**src/rtl/controle_multiciclo.sv**
```systemverilog
// controle_multiciclo
// Moore control unit for the multicycle RV32I datapath. The opcode held in
// IR selects the instruction path; every datapath enable and mux select is a
// pure function of the current state and the memory wait counter.
//
// Parameters
//   MEM_LAT  extra cycles FETCH and LW_MEM hold, to cover RAM latency (0..15)
//   CNT_W    width of the retired-instruction counter
// Ports
//   clockCPU        CPU clock, rising edge
//   reset           asynchronous, active-high
//   iOpcode         IR[6:0]
//   oEscreveIR      IR write enable
//   oEscrevePCBack  PCBack <= PC
//   oEscrevePC      unconditional PC write
//   oEscrevePCCond  PC write qualified by branch comparison
//   oOrigPC         PC source: 0 SaidaULA, 1 ALUOut
//   oIouD           memory address: 0 PC, 1 ALUOut
//   oMemWrite       memory write
//   oMDRWrite       MDR write enable
//   oOrigAULA       ALU A: 0 PC, 1 rs1, 2 PCBack
//   oOrigBULA       ALU B: 0 rs2, 1 const 4, 2 Imm
//   oALUOp          00 add, 01 sub/compare, 10 funct decode
//   oMem2Reg        write-back: 0 ALUOut, 1 MDR, 2 PC, 3 Imm
//   oEscreveReg     register file write
//   oIlegal         illegal-opcode trap flag
//   oEstado         current state code
//   oRetired        retired-instruction count (wraps)
module controle_multiciclo #(
  parameter int MEM_LAT = 1,
  parameter int CNT_W   = 32
) (
  input  logic             clockCPU,
  input  logic             reset,
  input  logic [6:0]       iOpcode,
  output logic             oEscreveIR,
  output logic             oEscrevePCBack,
  output logic             oEscrevePC,
  output logic             oEscrevePCCond,
  output logic             oOrigPC,
  output logic             oIouD,
  output logic             oMemWrite,
  output logic             oMDRWrite,
  output logic [1:0]       oOrigAULA,
  output logic [1:0]       oOrigBULA,
  output logic [1:0]       oALUOp,
  output logic [1:0]       oMem2Reg,
  output logic             oEscreveReg,
  output logic             oIlegal,
  output logic [3:0]       oEstado,
  output logic [CNT_W-1:0] oRetired
);

  localparam logic [3:0] ST_FETCH    = 4'd0;
  localparam logic [3:0] ST_DECODE   = 4'd1;
  localparam logic [3:0] ST_MEM_ADDR = 4'd2;
  localparam logic [3:0] ST_LW_MEM   = 4'd3;
  localparam logic [3:0] ST_LW_WB    = 4'd4;
  localparam logic [3:0] ST_SW_MEM   = 4'd5;
  localparam logic [3:0] ST_R_EXEC   = 4'd6;
  localparam logic [3:0] ST_ALU_WB   = 4'd7;
  localparam logic [3:0] ST_BRANCH   = 4'd8;
  localparam logic [3:0] ST_JAL      = 4'd9;
  localparam logic [3:0] ST_JALR     = 4'd10;
  localparam logic [3:0] ST_LUI      = 4'd11;
  localparam logic [3:0] ST_I_EXEC   = 4'd12;
  localparam logic [3:0] ST_AUIPC    = 4'd13;
  localparam logic [3:0] ST_ILLEGAL  = 4'd15;

  localparam logic [6:0] OP_R      = 7'b0110011;
  localparam logic [6:0] OP_I      = 7'b0010011;
  localparam logic [6:0] OP_LOAD   = 7'b0000011;
  localparam logic [6:0] OP_STORE  = 7'b0100011;
  localparam logic [6:0] OP_BRANCH = 7'b1100011;
  localparam logic [6:0] OP_JAL    = 7'b1101111;
  localparam logic [6:0] OP_JALR   = 7'b1100111;
  localparam logic [6:0] OP_LUI    = 7'b0110111;
  localparam logic [6:0] OP_AUIPC  = 7'b0010111;

  localparam logic [3:0]       LAT = 4'(MEM_LAT);
  localparam logic [CNT_W-1:0] ONE = CNT_W'(1);

  logic [3:0]       estado_q, estado_d;
  logic [3:0]       wc_q, wc_d;
  logic [CNT_W-1:0] ret_q, ret_d;
  logic             last_wait;

  // Final cycle of a FETCH / LW_MEM hold.
  assign last_wait = (wc_q == LAT);

  always_ff @(posedge clockCPU or posedge reset) begin
    if (reset) begin
      estado_q <= ST_FETCH;
      wc_q     <= '0;
      ret_q    <= '0;
    end else begin
      estado_q <= estado_d;
      wc_q     <= wc_d;
      ret_q    <= ret_d;
    end
  end

  // Next state. wc defaults to 0 so every transition clears it; it only
  // counts while a wait state holds.
  always_comb begin
    estado_d = estado_q;
    wc_d     = '0;
    ret_d    = ret_q;
    case (estado_q)
      ST_FETCH: begin
        if (last_wait) estado_d = ST_DECODE;
        else           wc_d     = wc_q + 4'd1;
      end
      ST_DECODE: begin
        case (iOpcode)
          OP_R:              estado_d = ST_R_EXEC;
          OP_I:              estado_d = ST_I_EXEC;
          OP_LOAD, OP_STORE: estado_d = ST_MEM_ADDR;
          OP_BRANCH:         estado_d = ST_BRANCH;
          OP_JAL:            estado_d = ST_JAL;
          OP_JALR:           estado_d = ST_JALR;
          OP_LUI:            estado_d = ST_LUI;
          OP_AUIPC:          estado_d = ST_AUIPC;
          default:           estado_d = ST_ILLEGAL;
        endcase
      end
      ST_MEM_ADDR: estado_d = (iOpcode == OP_STORE) ? ST_SW_MEM : ST_LW_MEM;
      ST_LW_MEM: begin
        if (last_wait) estado_d = ST_LW_WB;
        else           wc_d     = wc_q + 4'd1;
      end
      ST_R_EXEC, ST_I_EXEC, ST_AUIPC: estado_d = ST_ALU_WB;
      ST_LW_WB, ST_SW_MEM, ST_ALU_WB, ST_BRANCH,
      ST_JAL, ST_JALR, ST_LUI: begin
        estado_d = ST_FETCH;
        ret_d    = ret_q + ONE;
      end
      ST_ILLEGAL: estado_d = ST_ILLEGAL;
      default:    estado_d = ST_FETCH;
    endcase
  end

  // Raw Moore decode; write enables are gated by reset below.
  logic ir, pcb, pc, pcc, mw, mdr, wreg;

  always_comb begin
    ir        = 1'b0;
    pcb       = 1'b0;
    pc        = 1'b0;
    pcc       = 1'b0;
    mw        = 1'b0;
    mdr       = 1'b0;
    wreg      = 1'b0;
    oOrigPC   = 1'b0;
    oIouD     = 1'b0;
    oOrigAULA = 2'd0;
    oOrigBULA = 2'd0;
    oALUOp    = 2'b00;
    oMem2Reg  = 2'd0;
    oIlegal   = 1'b0;
    case (estado_q)
      ST_FETCH: begin
        oOrigBULA = 2'd1;
        ir        = last_wait;
        pc        = last_wait;
        pcb       = last_wait;
      end
      ST_DECODE: begin
        oOrigAULA = 2'd2;
        oOrigBULA = 2'd2;
      end
      ST_MEM_ADDR: begin
        oOrigAULA = 2'd1;
        oOrigBULA = 2'd2;
      end
      ST_LW_MEM: begin
        oIouD = 1'b1;
        mdr   = last_wait;
      end
      ST_LW_WB: begin
        oMem2Reg = 2'd1;
        wreg     = 1'b1;
      end
      ST_SW_MEM: begin
        oIouD = 1'b1;
        mw    = 1'b1;
      end
      ST_R_EXEC: begin
        oOrigAULA = 2'd1;
        oALUOp    = 2'b10;
      end
      ST_I_EXEC: begin
        oOrigAULA = 2'd1;
        oOrigBULA = 2'd2;
        oALUOp    = 2'b10;
      end
      ST_AUIPC: begin
        oOrigAULA = 2'd2;
        oOrigBULA = 2'd2;
      end
      ST_ALU_WB: wreg = 1'b1;
      ST_BRANCH: begin
        oOrigAULA = 2'd1;
        oALUOp    = 2'b01;
        pcc       = 1'b1;
        oOrigPC   = 1'b1;
      end
      ST_JAL: begin
        oMem2Reg = 2'd2;
        wreg     = 1'b1;
        pc       = 1'b1;
        oOrigPC  = 1'b1;
      end
      ST_JALR: begin
        oOrigAULA = 2'd1;
        oOrigBULA = 2'd2;
        oMem2Reg  = 2'd2;
        wreg      = 1'b1;
        pc        = 1'b1;
      end
      ST_LUI: begin
        oMem2Reg = 2'd3;
        wreg     = 1'b1;
      end
      ST_ILLEGAL: oIlegal = 1'b1;
      default: ;
    endcase
  end

  // Hold every write enable low while reset is asserted, even mid-cycle.
  assign oEscreveIR     = ir   & ~reset;
  assign oEscrevePCBack = pcb  & ~reset;
  assign oEscrevePC     = pc   & ~reset;
  assign oEscrevePCCond = pcc  & ~reset;
  assign oMemWrite      = mw   & ~reset;
  assign oMDRWrite      = mdr  & ~reset;
  assign oEscreveReg    = wreg & ~reset;

  assign oEstado  = estado_q;
  assign oRetired = ret_q;

endmodule

```
**config.mk**
```make
export PLATFORM = sky130hd
export DESIGN_NAME = controle_multiciclo
export DESIGN_NICKNAME = d
export VERILOG_FILES = /design/src/rtl/controle_multiciclo.sv
export SDC_FILE = /design/constraint.sdc
export NUM_CORES = 1
export LEC_CHECK = 0
export ABC_AREA = 1
export CORE_UTILIZATION = 46
export DETAILED_ROUTE_END_ITERATION = 7
export PLACE_DENSITY = 0.86
export SETUP_SLACK_MARGIN = 0.05
export SLEW_MARGIN = 20
export SYNTH_ARGS = -nofsm -noshare
export SYNTH_HDL_FRONTEND = slang
export SYNTH_SLANG_ARGS = --single-unit
```
**constraint.sdc**
```tcl
create_clock -name clockCPU -period 2.1 [get_ports clockCPU]
set_input_delay 0.42 -clock clockCPU [delete_from_list [all_inputs] [get_ports clockCPU]]
set_output_delay 0.42 -clock clockCPU [all_outputs]
set_load 0.1 [all_outputs]
```
=== Word-level counts from Yosys, hierarchy flattened ===
Cells that the tools add are included.
Widths: inputs -> output; s select.

* Register bits after elaboration: 40
* Word-level logic and storage cells: 72
* Bits of input ports: 9
* Output and inout port bits: 54

* Equality and inequality tests: 26
* Multiplexer cells: 20
* Bitwise logic cells: 7
* Reductions and logical operators: 14
* $add $sub $neg: 2

{| class="wikitable"
|+ Operators by type and width
! cell !! count
|-
| $add 32x1->32 const B || 1
|-
| $pmux 4 s8 || 1
|-
| $eq 4x4->1 const B || 7
|-
| $pmux 4 s6 || 1
|-
| $eq 7x6->1 const B || 3
|-
| $eq 7x7->1 const B || 3
|-
| $eq 4x3->1 const B || 4
|-
| $mux 4 || 4
|-
| $reduce_or 5->1 || 3
|-
| $eq 7x5->1 const B || 2
|-
| $reduce_or 2->1 || 7
|-
| $pmux 2 s2 || 3
|-
| $eq 4x1->1 const B || 2
|-
| $eq 4x2->1 const B || 2
|-
| $mux 1 || 8
|-
| $eq 7x2->1 const B || 1
|-
| $reduce_or 7->1 || 1
|-
| $and 1x1->1 || 6
|-
| $pmux 2 s3 || 1
|-
| $add 4x1->4 const B || 1
|-
| $logic_not 4->1 || 1
|-
| $ne 2x2->1 const B || 2
|-
| $mux 3 || 1
|-
| $reduce_or 3->1 || 1
|-
| other kinds (3) || 3
|}

=== Longest topological paths before layout ===
* Word-level depth: 4
* Mapped depth: 10
* Gate-level depth less buffers: 10

=== Least setup slack after synthesis ===
OpenSTA, ideal clock, no wires.

* Path type: input to output
* Start: in reset
* End: out oEscrevePC
* Cell stages on the path: 4
* Required time: 1.680 ns
* Slack: -2.634 ns
* Arrival time: 4.314 ns
* Buffers on the path: 0
* Cell sequence: inv_1 -> nand2_1 -> nor3_1 -> a31o_2

* Word-level cells in the longest chain between the ends: 2

{| class="wikitable"
|+ RTL lines
! item !! RTL line !! source
|-
| from (decl) || 34 || <nowiki>input logic reset,</nowiki>
|-
| $not 1->1 || 233 || <nowiki>assign oEscrevePC = pc & ~reset;</nowiki>
|-
| $and 1x1->1 || 233 ||
|-
| to (decl) || 38 || <nowiki>output logic oEscrevePC,</nowiki>
|}

No other way between the ends.

=== Final worst setup path ===
Ends and elaborated chain as after synthesis.

==> results.json <==
{
  "syn_to_final_growth_pct": 48.57,
  "synth_common_cells": "nand2_1 (150), nor2_1 (70), inv_1 (57)",
  "crit_arrival_ns": 1.75,
  "die_h_um": 79.95,
  "setup_tns_ns": -0.2042,
  "tightestPinTransition_ns": 0.4896,
  "path_max_fanout": 3,
  "synth_cell_type_count": 28,
  "cts_buffers": 5,
  "cp_data_required_time_ns": 1.68,
  "hp-class": "reg -> reg",
  "crit_path_start_kind": "primary input",
  "drtAntennaViolNets": 0,
  "wl_mm": 9.174,
  "setup_viol": 3,
  "fp.dieW_um": 79.95,
  "clk_pin_slew_ns": 0.08,
  "clockBufferDepth": 2,
  "antenna_found_initial": 0,
  "violations": "DRC, setup timing",
  "syn_area_per_cell_um2": 6.470,
  "p_comb_share_pct": 4.6,
  "rows": 28,
  "yosysWarningCount": 0,
  "netlist_instances": 432,
  "drtIter0Drc": 346,
  "relSlewSlack_pct": 67.11,
  "hpwl_mm": 6.017,
  "grt_overflow": 0,
  "grt.total_usage_pct": 27.20,
  "io_pins": 63,
  "status": "finished with violations",
  "timing.final.crit_share_pct": 103.4,
  "cts_sinks": 40,
  "power_leakage_nw": 1.916,
  "yosysTopAreaCell": "dfrtp_1",
  "drc": 1,
  "cap_violations": 0,
  "drv_slew": 0,
  "design_area_um2": 4153,
  "dpl_cell_area_um2": 3777,
  "skew_ns": 0.007733,
  "synth_top_area_share_pct": 35.81,
  "endpoint_kind": "output port",
  "clock_latency_ns": 0.30,
  "h-tree-depth": 2,
  "ys_ff_latch": 40,
  "holdWs_ns": 0.4966,
  "grt_max_degree": 26,
  "setup_ws_ns": -0.07162,
  "synthesis.area_um2": 2795,
  "powerDensity_nw_per_um2": 352.2,
  "placed_cells_incl_taps": 574,
  "swShare_pct": 21.55,
  "port_buffers": 62,
  "start_util_pct": 47.49,
  "antennaDiodeCount": 0,
  "hold_viol_final": 0,
  "cts_root_buffer": "clkbuf_8",
  "min_period_ns": 2.172,
  "synth.area.top_cells": "dfrtp_1 (36%), nand2_1 (20%), nor2_1 (9.4%), inv_1 (7.7%), nand3_1 (3.8%)",
  "clockPowerShare_pct": 42.9,
  "drive_gt1_share_pct": 31.69,
  "grt_pass1_wl_mm": 13.54,
  "routedWlPerCell_um": 15.24,
  "synth-edff-count": 0,
  "fmax_ghz": 0.4605,
  "dieArea_um2": 6392,
  "ys_seq_area_share_pct": 35.81,
  "first_global_vias": 3036,
  "vias_per_cell": 5.492,
  "cts_tree": "built",
  "switching_power_mw": 0.3151,
  "yosysMostFrequentCell": "nand2_1",
  "critPathKind": "in -> out",
  "coreArea_um2": 5886,
  "intPower_mw": 1.147,
  "vias": 3306,
  "async_reset_ff_share_pct": 100.0,
  "ys.flop_type": "dfrtp_1",
  "utilization_pct": 70.56,
  "rsz0062_at_grt": "true",
  "finalNonFillerCells": 602,
  "final_nets": 536,
  "gp_congestion": 0.9344,
  "ir_drop_uv": 315.3,
  "p_seq_share_pct": 52.6,
  "synth_nets": 442,
  "dr.pass1.iters": 8
}
[worst max-delay path, cell delays in order]
cell and delay, ns:
clkdlybuf4s50_1 0.49, clkinvlp_4 0.17, nand2_4 0.08, nor3_4 0.27
a31o_4 0.15, buf_12 0.16
[power by group through the flow]
| stage | clock network [mW] | logic [mW] | registers, mW |
|---|---|---|---|
| final | 0.627 | 0.0666 | 0.769 |
| after floorplan | 0 | 0.0278 | 0.785 |
| after CTS | 0.633 | 0.0636 | 0.769 |
| after global placement | 0 | 0.0599 | 0.785 |
| after detailed placement | 0 | 0.0631 | 0.785 |
| after global routing | 0.671 | 0.0756 | 0.769 |
[layout make-up]
type / instances / area (um^2)
clock buffer: 6 / 72.57
clock inverter: 2 / 35.03
fill: 431 / 1733
inverter: 61 / 247.7
multi-input combinational: 327 / 1743
sequential: 40 / 1021
tap: 75 / 93.84
timing repair buffer: 91 / 939.7
[layout by cell type (no fill, tap or decap), drive strengths merged]
cell	count
bufinv	1
dfrtp	40
clkinvlp	3
buf	83
nand4	3
clkbuf	6
nor4	1
o21ai	16
and2	1
nand2	153
nor2	75
nand3b	5
a21oi	7
nor3	23
a31o	1
o32ai	1
clkinv	1
clkdlybuf4s50	8
xor2	12
a22oi	2
xnor2	5
inv	58
nand3	21
ha	1
[per-layer routing]
metal | wire length [um] | vias to the layer above | track usage [%] | part of all wire (%)
met5 | 0 | - | 0 | 0
met4 | 593 | 0 | 13.57 | 6.5
met3 | 706 | 64 | 5.600 | 7.7
met2 | 4450 | 192 | 45.98 | 49
met1 | 3423 | 1522 | 32.60 | 37
li1 | - | 1528 | - | -
[stage by stage]
step,total power [mW],setup slack [ns]
detailed placement,0.8479,0.009147
finish,1.463,-0.07162
global placement,0.8446,0.05261
floorplan,0.8126,-0.6526
CTS,1.466,0.02950
global route,1.516,-0.08231
[state kept, by name, indices dropped and copies added (netlist names)]
name and cells:
oRetired 32, oEstado 4, wc_q 4
[worst paths after layout]
path | from | end | slack (ns) | cells after the start
setup reg to reg | oRetired[14] | oRetired[22] | 0.39 | 9
setup / recovery | reset | oEscrevePC | -0.07 | 6
max in group asynchronous | reset | oRetired[17] | 1.06 | 5
hold / removal | oRetired[15] | oRetired[15] | 0.50 | 1
hold reg to reg | oRetired[15] | oRetired[15] | 0.50 | 1
min in group asynchronous | reset | oEstado[0] | 0.72 | 3
[cells by family (layout without fill, tap and decap cells)]
family	count (synthesis)	count (layout)	synth area share, %
and+or+nand+nor	282	282	43.82
buffers and inverters	65	160	9.176
DFF	40	40	35.81
AOI/OAI and AO/OA	27	27	5.416
xor gates and xnor gates	17	17	5.327
adders and majority gates	1	1	0.4476
[timing repair]
item                                    CTS  global route
buffers inserted                          7            13
pin swaps                                 7            10
gates resized for setup                  17            24
hold buffers                              0             0
endpoints found under the setup margin   10            13
No activity file was read; power rests on OpenSTA's default activity.
